### src/rtl/ram_drain_ctrl.sv
// Drains words stored in a dual-port RAM by the upstream writer and streams them out
// over a valid/ready interface once the writer has been quiet for QUIET_CYCLES cycles.
module ram_drain_ctrl #(
    parameter int unsigned ADDR_WIDTH   = 10,
    parameter int unsigned DATA_WIDTH   = 32,
    parameter int unsigned CNT_WIDTH    = 9,
    parameter int unsigned QUIET_CYCLES = 4
) (
    input  logic                  clk_i,
    input  logic                  reset_i,
    input  logic                  wren_i,
    input  logic [CNT_WIDTH-1:0]  word_count_i,
    output logic                  rden_o,
    output logic [ADDR_WIDTH-1:0] rd_addr_o,
    input  logic [DATA_WIDTH-1:0] rd_data_i,
    output logic [DATA_WIDTH-1:0] data_o,
    output logic                  valid_o,
    input  logic                  ready_i,
    output logic                  last_o,
    output logic                  busy_o,
    output logic                  done_o
);

    localparam int unsigned QW = $clog2(QUIET_CYCLES + 1);
    localparam logic [QW-1:0] QuietMax = QW'(QUIET_CYCLES);

    typedef enum logic [1:0] {StIdle, StReq, StLat, StSend} state_e;

    state_e                state_q, state_d;
    logic [ADDR_WIDTH-1:0] rd_ptr_q, rd_ptr_d;
    logic [CNT_WIDTH-1:0]  sent_cnt_q, sent_cnt_d;
    logic [QW-1:0]         quiet_cnt_q, quiet_cnt_d;
    logic [DATA_WIDTH-1:0] data_q, data_d;
    logic                  valid_q, valid_d;
    logic                  last_q, last_d;
    logic                  done_q, done_d;
    logic [CNT_WIDTH-1:0]  pending;
    logic                  pend_one;

    // Modular difference keeps pending correct when sent_cnt rolls over.
    assign pending  = word_count_i - sent_cnt_q;
    assign pend_one = (pending == CNT_WIDTH'(1));

    always_comb begin
        quiet_cnt_d = quiet_cnt_q;
        if (wren_i) begin
            quiet_cnt_d = '0;
        end else if (quiet_cnt_q != QuietMax) begin
            quiet_cnt_d = quiet_cnt_q + QW'(1);
        end
    end

    always_comb begin
        state_d    = state_q;
        rd_ptr_d   = rd_ptr_q;
        sent_cnt_d = sent_cnt_q;
        data_d     = data_q;
        valid_d    = valid_q;
        last_d     = last_q;
        done_d     = 1'b0;
        case (state_q)
            // Next-state quiet count lets REQ follow the QUIET_CYCLES-th idle cycle directly.
            StIdle: begin
                if ((pending != '0) && (quiet_cnt_d == QuietMax)) begin
                    state_d = StReq;
                end
            end
            StReq: begin
                state_d = StLat;
            end
            StLat: begin
                data_d  = rd_data_i;
                valid_d = 1'b1;
                last_d  = pend_one;
                state_d = StSend;
            end
            StSend: begin
                if (ready_i) begin
                    rd_ptr_d   = rd_ptr_q + ADDR_WIDTH'(1);
                    sent_cnt_d = sent_cnt_q + CNT_WIDTH'(1);
                    valid_d    = 1'b0;
                    last_d     = 1'b0;
                    if (last_q || pend_one) begin
                        done_d  = 1'b1;
                        state_d = StIdle;
                    end else begin
                        state_d = StReq;
                    end
                end
            end
            default: begin
                state_d = StIdle;
            end
        endcase
    end

    always_ff @(posedge clk_i) begin
        if (reset_i) begin
            state_q     <= StIdle;
            rd_ptr_q    <= '0;
            sent_cnt_q  <= '0;
            quiet_cnt_q <= '0;
            data_q      <= '0;
            valid_q     <= 1'b0;
            last_q      <= 1'b0;
            done_q      <= 1'b0;
        end else begin
            state_q     <= state_d;
            rd_ptr_q    <= rd_ptr_d;
            sent_cnt_q  <= sent_cnt_d;
            quiet_cnt_q <= quiet_cnt_d;
            data_q      <= data_d;
            valid_q     <= valid_d;
            last_q      <= last_d;
            done_q      <= done_d;
        end
    end

    assign rden_o    = (state_q == StReq);
    assign rd_addr_o = rd_ptr_q;
    assign busy_o    = (state_q != StIdle);
    assign data_o    = data_q;
    assign valid_o   = valid_q;
    assign last_o    = last_q;
    assign done_o    = done_q;

endmodule

### config.mk
export PLATFORM = sky130hd
export DESIGN_NAME = ram_drain_ctrl
export DESIGN_NICKNAME = d
export VERILOG_FILES = /design/src/rtl/ram_drain_ctrl.sv
export SDC_FILE = /design/constraint.sdc
export NUM_CORES = 1
export LEC_CHECK = 0
export BUFFER_PORTS_ARGS = -buffer_cell sky130_fd_sc_hd__buf_2
export CORE_MARGIN = 5
export CORE_UTILIZATION = 40
export DETAILED_ROUTE_END_ITERATION = 10
export PLACE_DENSITY = 0.66
export SLEW_MARGIN = 25
export SYNTH_ARGS = -nofsm -noshare
export SYNTH_HDL_FRONTEND = slang
export SYNTH_SLANG_ARGS = --single-unit
### constraint.sdc
create_clock -name clk_i -period 4.6 [get_ports clk_i]
set_input_delay 0.46 -clock clk_i [delete_from_list [all_inputs] [get_ports clk_i]]
set_output_delay 0.46 -clock clk_i [all_outputs]
set_load 0.005 [all_outputs]
## Word level (Yosys, flattened, before mapping)

Index checks and enable logic that the tools add are counted.

| storage, ports and cells | value |
|---|---|
| output and inout bits | 47 |
| memory bits (writable) | 0 |
| bits of input ports | 45 |
| bits in read-only memories | 0 |
| latch bits | 0 |
| register bits after elaboration | 59 |
| memories | 0 |

| operators by class | value |
|---|---|
| eq/ne operators | 8 |
| $add $sub $neg | 4 |
| bitwise gates (word level) | 2 |
| multiplexer cells | 10 |
| shift operators | 0 |
| multiply operators | 0 |
| order comparisons | 0 |
| reduce and logical (&&, ||, !) cells | 10 |
| div/mod/pow operators | 0 |

Operator list:

| cell | count |
|---|---|
| adder 10 x 1 -> 10 bit (second input constant) | 1 |
| adder 9 x 1 -> 9 bit (second input constant) | 1 |
| equality test 9 x 1 -> 1 bit (second input constant) | 1 |
| nonzero test 9 bit | 1 |
| subtractor 9 bit | 1 |
| one-hot mux 2 bit (4 select lines) | 1 |
| two-way mux 3 bit | 2 |
| AND reduction 2 bit | 3 |
| equality test 2 bit (second input constant) | 2 |
| two-way mux 2 bit | 2 |
| != test 2 bit (second input constant) | 2 |
| one-hot mux 1 bit (2 select lines) | 2 |
| nonzero test 2 bit | 2 |
| adder 3 x 1 -> 3 bit (second input constant) | 1 |
| equality test 3 bit (second input constant) | 1 |
| two-way mux 1 bit | 3 |
| != test 3 bit (second input constant) | 1 |
| OR reduction 3 bit | 1 |
| equality test 2 x 1 -> 1 bit (second input constant) | 1 |
| zero test 2 bit | 1 |
| inverter 1 bit | 2 |
| logical AND 1 bit | 1 |
| logical OR 1 bit | 1 |

## Longest topological paths before layout

Gate-level depths: netlist (run 1).

| logic depth | value |
|---|---|
| depth in word-level cells | 7 |
| mapped depth | 10 |
| gate-level depth less buffers | 10 |

## Worst setup path after synthesis (run 1)

No wires, ideal clock.

| timing | value |
|---|---|
| kind | input to register |
| start point | input port word_count_i[3] |
| end point | register state_q[0] |
| buffers on the path | 0 |
| stages | 8 |
| path slack | 1.638 ns |
| arrival time | 2.840 ns |
| setup time | 0.122 ns |
| data required time | 4.478 ns |
| path through | ha_1 and2_4 a221o_1 or3_1 a2111o_1 or2_4 o311a_1 o311a_1 |

| on the way | value |
|---|---|
| longest elaborated chain between the ends | 6 |
| elaborated cells on any way between the ends | 10 |
| classes of those cells | 1 x add/sub; 2 x eq/ne; 3 x mux; 4 x reduce/logical |

Ends and longest elaborated chain:

| item | line | RTL |
|---|---|---|
| from (decl) | 12 | `input logic [CNT_WIDTH-1:0] word_count_i,` |
| subtractor 9 bit * | 41 | `assign pending = word_count_i - sent_cnt_q;` |
| equality test 9 x 1 -> 1 bit | 42 | `assign pend_one = (pending == CNT_WIDTH'(1));` |
| logical OR 1 bit | 83 | `if (last_q \|\| pend_one) begin` |
| two-way mux 1 bit | 83 |  |
| two-way mux 2 bit | 78 | `if (ready_i) begin` |
| one-hot mux 2 bit (4 select lines) | 61 | `case (state_q)` |
| to (signal assigned) | 99 | `state_q <= StIdle;` |
| to (signal assigned) | 108 | `state_q <= state_d;` |
| to (decl) | 29 | `state_e state_q, state_d;` |

Every way passes the cells marked *; elsewhere a longest branch is shown, timed or not. The select of a mux whose other input is x is not followed.
A chain may end at the register's enable or synchronous reset.

## Worst setup path in the final report (run 1)

| timing | value |
|---|---|
| start point | register sent_cnt_q[3] |
| end point | register state_q[1] |

| on the way | value |
|---|---|
| longest elaborated chain between the ends | 5 |

Ends and longest elaborated chain:

| item | line | RTL |
|---|---|---|
| from (decl) | 31 | `logic [CNT_WIDTH-1:0] sent_cnt_q, sent_cnt_d;` |
| from (signal assigned) | 110 | `sent_cnt_q <= sent_cnt_d;` |
| subtractor 9 bit | 41 |  |
| nonzero test 9 bit | 64 | `if ((pending != '0) && (quiet_cnt_d == QuietMax)) begin` |
| logical AND 1 bit | 64 |  |
| != test 2 bit (no source line) | n/a |  |
| AND reduction 2 bit (no source line) | n/a |  |

Every way passes these cells.

==> flow_summary_export.csv, run 1 <==
group,metric,value,unit
status,status,"complete, no violations",
floorplan,die-area,0.00872,mm^2
worst_setup_path,reg2reg_from,"sent_cnt_q[3]",
clocking,clock_sinks,59,
route,ant_nets,0,
synthesis,async_flop_share,0,
floorplan,core_area,0.00679,mm^2
global_route,track_usage,0.145,
synthesis,netlist_instances,303,
synthesis,synth.area.top_cells,"dfxtp_1 42%, mux2i_1 13%, ha_1 7.6%",
cells_and_area,drive_gt1_frac,0.281,
global_route,grt_max_degree,57,
sta,tightest_slew,1.00,ns
clocking,cts_buffers,9,
synthesis,synth_ff_type,"dfxtp_1",
clocking,clock_latency,0.33,ns
worst_setup_path,cp.buffers_inverters,1,
synthesis,ys_types,41,
cells_and_area,num_antenna_cells,0,
worst_setup_path,cp_max_fo,4,
global_route,grt.overflow.total,0,
clocking,cts-root-buf,"clkbuf_8",
synthesis,yosysMostFrequentCell,"dfxtp_1",
clocking,cts_resized,0,
global_route,grt_pass1_wl,10.0,mm
cells_and_area,multi_input_area,0.00150,mm^2
clocking,cts_tree,"done",
clocking,postCtsSetupRepairBufs,0,
power,p_per_area,336,mW/mm^2
cells_and_area,final_nets,457,
synthesis,synth_top_area_cell,"dfxtp_1",
worst_setup_path,path_cells,"inv_1 -> ha_1 -> and2_4 -> a221o_1 -> or3_1 -> a2111o_1 -> nor4b_1 -> a2bb2oi_1 -> mux2i_1",
clocking,cts.clk_slew.worst_paths,0.06,ns
floorplan,pin_count,92,
route,wire_per_inst,12.4,um
floorplan,placementRows,30,
synthesis,ys_seq_area_frac,0.424,
synthesis,syn_area,0.00278,mm^2
sta,fin_setup_tns,0,ns
worst_setup_path,crit_family,"compound AO/OA/AOI/OAI gates",
sta,clock-skew-final,0.00884,ns
min_path,hold_class,"in2reg",
sta,period_share,0.680,
clocking,htree_levels,3,
synthesis,synth-edff-count,0,
cells_and_area,area_growth,27.1,%
worst_setup_path,crit_start,"sent_cnt_q[3]",
floorplan,die_w,93.4,um
global_route,antenna_found_initial,0,
worst_setup_path,slowest_delay,0.44,ns
min_path,hp-start,"wren_i",
route,drt-initial-drc-count,72,
cells_and_area,layout.area.seq,0.00118,mm^2
worst_setup_path,crit_path_start_kind,"flop",
synthesis,ys_seq_elements,59,
sta,hold_viol,0,
cells_and_area,fin_area,0.00354,mm^2
sta,relSlewSlack,0.332,
sta,setup_viol,0,
clocking,clk_path_buf_depth,2,
synthesis,ys_warn_count,0,
sta,period_needed,3.13,ns
synthesis,ys_top_cells_by_count,"59 x dfxtp_1, 53 x nor2_1, 35 x mux2i_1, 21 x nand2_1, 18 x inv_1",
worst_setup_path,critPathArrivalTime,3.38,ns
sta,max_freq,320,MHz
worst_setup_path,slowest_stage,"nor4b_1",
power,power_leakage,1.58,nW
synthesis,synth.avg_cell_area,9.18,um^2
sta,holdWs,0.345,ns
power,ir_worst_vdd,216,uV
placement,dpl_cell_area,0.00332,mm^2
sta,drv_slew,0,
route,vias_per_cell,4.76,
placement,dp_hpwl,4.56,mm
worst_setup_path,critPathCaptureType,"flop",
clocking,ctsHoldBuffers,0,
job,maxCapViolCount,0,
route,route.detailed.drc,0,
synthesis,synth_top_area_frac,0.424,
route,drtPass1Iterations,4,
sta,rsz0062_at_grt,"false",
route,routed_wl,6.15,mm
global_route,grt_pass1_vias,2305,
cells_and_area,postLayoutCoreUtil,0.521,
floorplan,initial_core_util,0.410,
placement,place.gp.congestion,0.864,
worst_setup_path,worstPathRequired,4.86,ns
synthesis,synthesis.nets,366,
route,via_count,2355,
cells_and_area,n_fill_cell,650,
placement,port_buffers,91,
worst_setup_path,critical_path_class,"reg2reg",
floorplan,die_y,93.4,um
==> final timing paths <==
path | to | slack [ns] | depth (start not counted)
max | state_q[1] | 1.47 | 9
min | quiet_cnt_q[1] | 0.34 | 2
max reg2reg | state_q[1] | 1.47 | 9
min reg2reg | valid_o | 0.47 | 2
==> area by class of cell <==
class / count / share of cell area
sequential: 59 / 0.334
clock buffer: 10 / 0.0361
multi-input combinational: 215 / 0.423
tap: 96 / 0.0340
clock inverter: 6 / 0.0255
inverter: 18 / 0.0191
timing repair buffer: 91 / 0.129
==> per-stage QoR <==
step | instances | worst slack [ns] | power, mW
6_report | 495 | 1.47 | 1.19
5_1_grt | 495 | 1.38 | 1.25
4_1_cts | 495 | 1.48 | 1.21
3_5_place_dp | 479 | 1.37 | 0.690
3_3_place_gp | 479 | 1.45 | 0.688
2_1_floorplan | 303 | 1.64 | 0.638
==> kinds of logic (layout without fill, tap and decap cells) <==
logic type	count (synthesis)	count (layout)	share of synthesized area
fa+ha+maj	18	18	0.0836
mux	36	36	0.130
xor+xnor	20	20	0.0630
flops	59	59	0.424
simple gates	108	108	0.178
buf+inv	29	125	0.0391
compound gates	33	33	0.0818
==> metal layers <==
layer | share of wire | wire length (um) | track usage
met1 | 0.46 | 2800 | 0.172
met2 | 0.42 | 2560 | 0.218
met3 | 0.11 | 673 | 0.0660
met4 | 0.019 | 117 | 0.0769
met5 | 0 | 0 | 0
==> placed cells by master, fill, tap and decap left out, types with 2 or more instances in the layout <==
cell type	n
a211oi_1	2
a21oi_1	11
and3_1	7
buf_2	91
bufinv_16	2
clkbuf_8	9
clkinv_4	2
dfxtp_1	59
ha_1	16
inv_1	18
mux2i_1	35
nand2_1	21
nand2b_1	4
nand3_1	2
nand4_1	5
nor2_1	53
nor3_1	3
nor3b_1	2
o211a_1	2
o21ai_0	6
o311a_1	2
or3_1	4
xnor2_1	11
xor2_1	9
==> power breakdown <==
part           switching, mW  total [mW]  leakage, nW  internal (mW)
clock network          0.204       0.510        0.106          0.306
registers            0.00984       0.535        0.476          0.525
logic                 0.0740       0.144         1.00         0.0702
==> state kept, by name, summed over array words and instances (netlist names) <==
name / flops
data_o: 32
rd_addr_o: 10
sent_cnt_q: 9
quiet_cnt_q: 3
state_q: 2
done_o: 1
last_o: 1
valid_o: 1
No activity file was read; power rests on OpenSTA's default activity.
==> inputs of run 2 (changes only) <==
==> constraint.sdc (replaced) <==
create_clock -name clk_i -period 3.1 [get_ports clk_i]
set_input_delay 0.31 -clock clk_i [delete_from_list [all_inputs] [get_ports clk_i]]
set_output_delay 0.31 -clock clk_i [all_outputs]
set_load 0.005 [all_outputs]
==> flow_summary_export.csv, run 2 (synthesis gave the netlist of run 1 again) <==
group,metric,value,unit
clocking,cts_buffers,9,
clocking,clk_path_buf_depth,2,
floorplan,placementRows,30,
cells_and_area,final_nets,460,
worst_setup_path,crit_family,"compound AO/OA/AOI/OAI gates",
route,wire_per_inst,12.6,um
cells_and_area,area_growth,27.8,%
cells_and_area,mostFrequentLayoutCells,"91 x buf_2, 58 x dfxtp_1, 53 x nor2_1",
sta,hold_viol,0,
power,power,1.70,mW
placement,place.gp.congestion,0.856,
clocking,clock_latency,0.33,ns
sta,clock-skew-final,0.00361,ns
placement,dp_cells,482,
cells_and_area,multi_input_area,0.00151,mm^2
route,drtPass1Iterations,4,
route,route.detailed.drc,0,
worst_setup_path,path_cells,"inv_1 -> ha_1 -> and2_4 -> a221o_1 -> or3_1 -> a2111o_1 -> or2_4 -> o311a_1 -> o311a_1",
cells_and_area,final_common_cell,"buf_2",
worst_setup_path,critical_path_class,"reg2reg",
sta,setup_viol,0,
floorplan,pin_count,92,
global_route,grt_max_degree,47,
placement,dp_hpwl,4.60,mm
floorplan,die_w,93.4,um
clocking,ctsHoldBuffers,0,
sta,tightest_slew,0.836,ns
power,ir_worst_vdd,283,uV
global_route,grt_pass1_vias,2303,
global_route,grt_pass1_wl,10.2,mm
clocking,htree_levels,3,
cells_and_area,largest_register_ffs,32,
worst_setup_path,slowest_delay,0.41,ns
worst_setup_path,slowest_stage,"a2111o_1",
route,vias_per_cell,4.71,
sta,max_freq,335,MHz
cells_and_area,fin_cells,498,
clocking,cts_tree,"done",
cells_and_area,layout.area.seq,0.00118,mm^2
route,ant_nets,0,
floorplan,die_y,93.4,um
worst_setup_path,worstPathRequired,3.32,ns
worst_setup_path,cp.buffers_inverters,1,
cells_and_area,num_antenna_cells,0,
worst_setup_path,crit_path_frequent_cell,"o311a_1",
cells_and_area,n_fill_cell,634,
sta,drv_slew,0,
floorplan,core_area,0.00679,mm^2
sta,period_needed,2.99,ns
clocking,clock_sinks,59,
placement,port_buffers,91,
min_path,hold_class,"in2reg",
worst_setup_path,critPathCaptureType,"flop",
route,routed_wl,6.26,mm
worst_setup_path,critPathArrivalTime,3.21,ns
sta,setup_ws,0.111,ns
sta,fin_setup_tns,0,ns
placement,preCtsSetupSlack,0.0488,ns
worst_setup_path,crit_path_start_kind,"flop",
power,p_per_area,478,mW/mm^2
worst_setup_path,cp_max_fo,4,
sta,relSlewSlack,0.442,
clocking,postCtsSetupRepairBufs,0,
route,via_count,2348,
power,power_leakage,1.59,nW
global_route,track_usage,0.147,
status,status,"complete, no violations",
floorplan,initial_core_util,0.410,
global_route,antenna_found_initial,0,
route,drt-initial-drc-count,74,
sta,holdWs,0.203,ns
floorplan,die-area,0.00872,mm^2
cells_and_area,drive_gt1_frac,0.294,
sta,rsz0062_at_grt,"false",
global_route,grt.overflow.total,0,
clocking,cts.clk_slew.worst_paths,0.07,ns
clocking,cts-root-buf,"clkbuf_8",
job,maxCapViolCount,0,
sta,period_share,0.964,
==> run 2: final cells by class <==
cell class | instances | share of cell area
clock buffers | 11 | 0.0398
inverters | 18 | 0.0190
well taps | 96 | 0.0338
multi-input cells | 215 | 0.426
clock inverters | 5 | 0.0148
repair buffers | 94 | 0.134
flip-flops and latches | 59 | 0.333
==> run 2: where the power goes <==
part           total [mW]  internal (mW)  switching [mW]
sequential          0.793          0.779          0.0140
combinational       0.218          0.106           0.112
clock               0.687          0.389           0.298
==> run 2: repair_timing <==
| item | in CTS | in global routing |
|---|---|---|
| endpoints found under the hold margin | 0 | 0 |
| resized for setup | 0 | 3 |
| setup endpoints to repair | 0 | 2 |
==> run 2: final timing paths <==
kind,from,to,slack [ns],depth (start not counted)
setup / recovery,sent_cnt_q[3],state_q[0],0.11,9
hold / removal,wren_i,quiet_cnt_q[0],0.20,2
hold reg to reg,valid_o,valid_o,0.47,2
setup reg to reg,sent_cnt_q[3],state_q[0],0.11,9
==> run 2: stage by stage <==
stage | cell area (um^2) | utilization
detailed placement | 3340 | 0.492
floorplan | 2780 | -
CTS | 3540 | 0.520
finish | 3560 | 0.523
global route | 3560 | 0.523
global placement | 3340 | 0.492
==> run 2: metal layers <==
layer	track usage	share of wire	wire length, um
met3	0.0652	0.11	686
met1	0.178	0.46	2870
met4	0.0696	0.021	133
met5	0	0	0
met2	0.220	0.41	2570
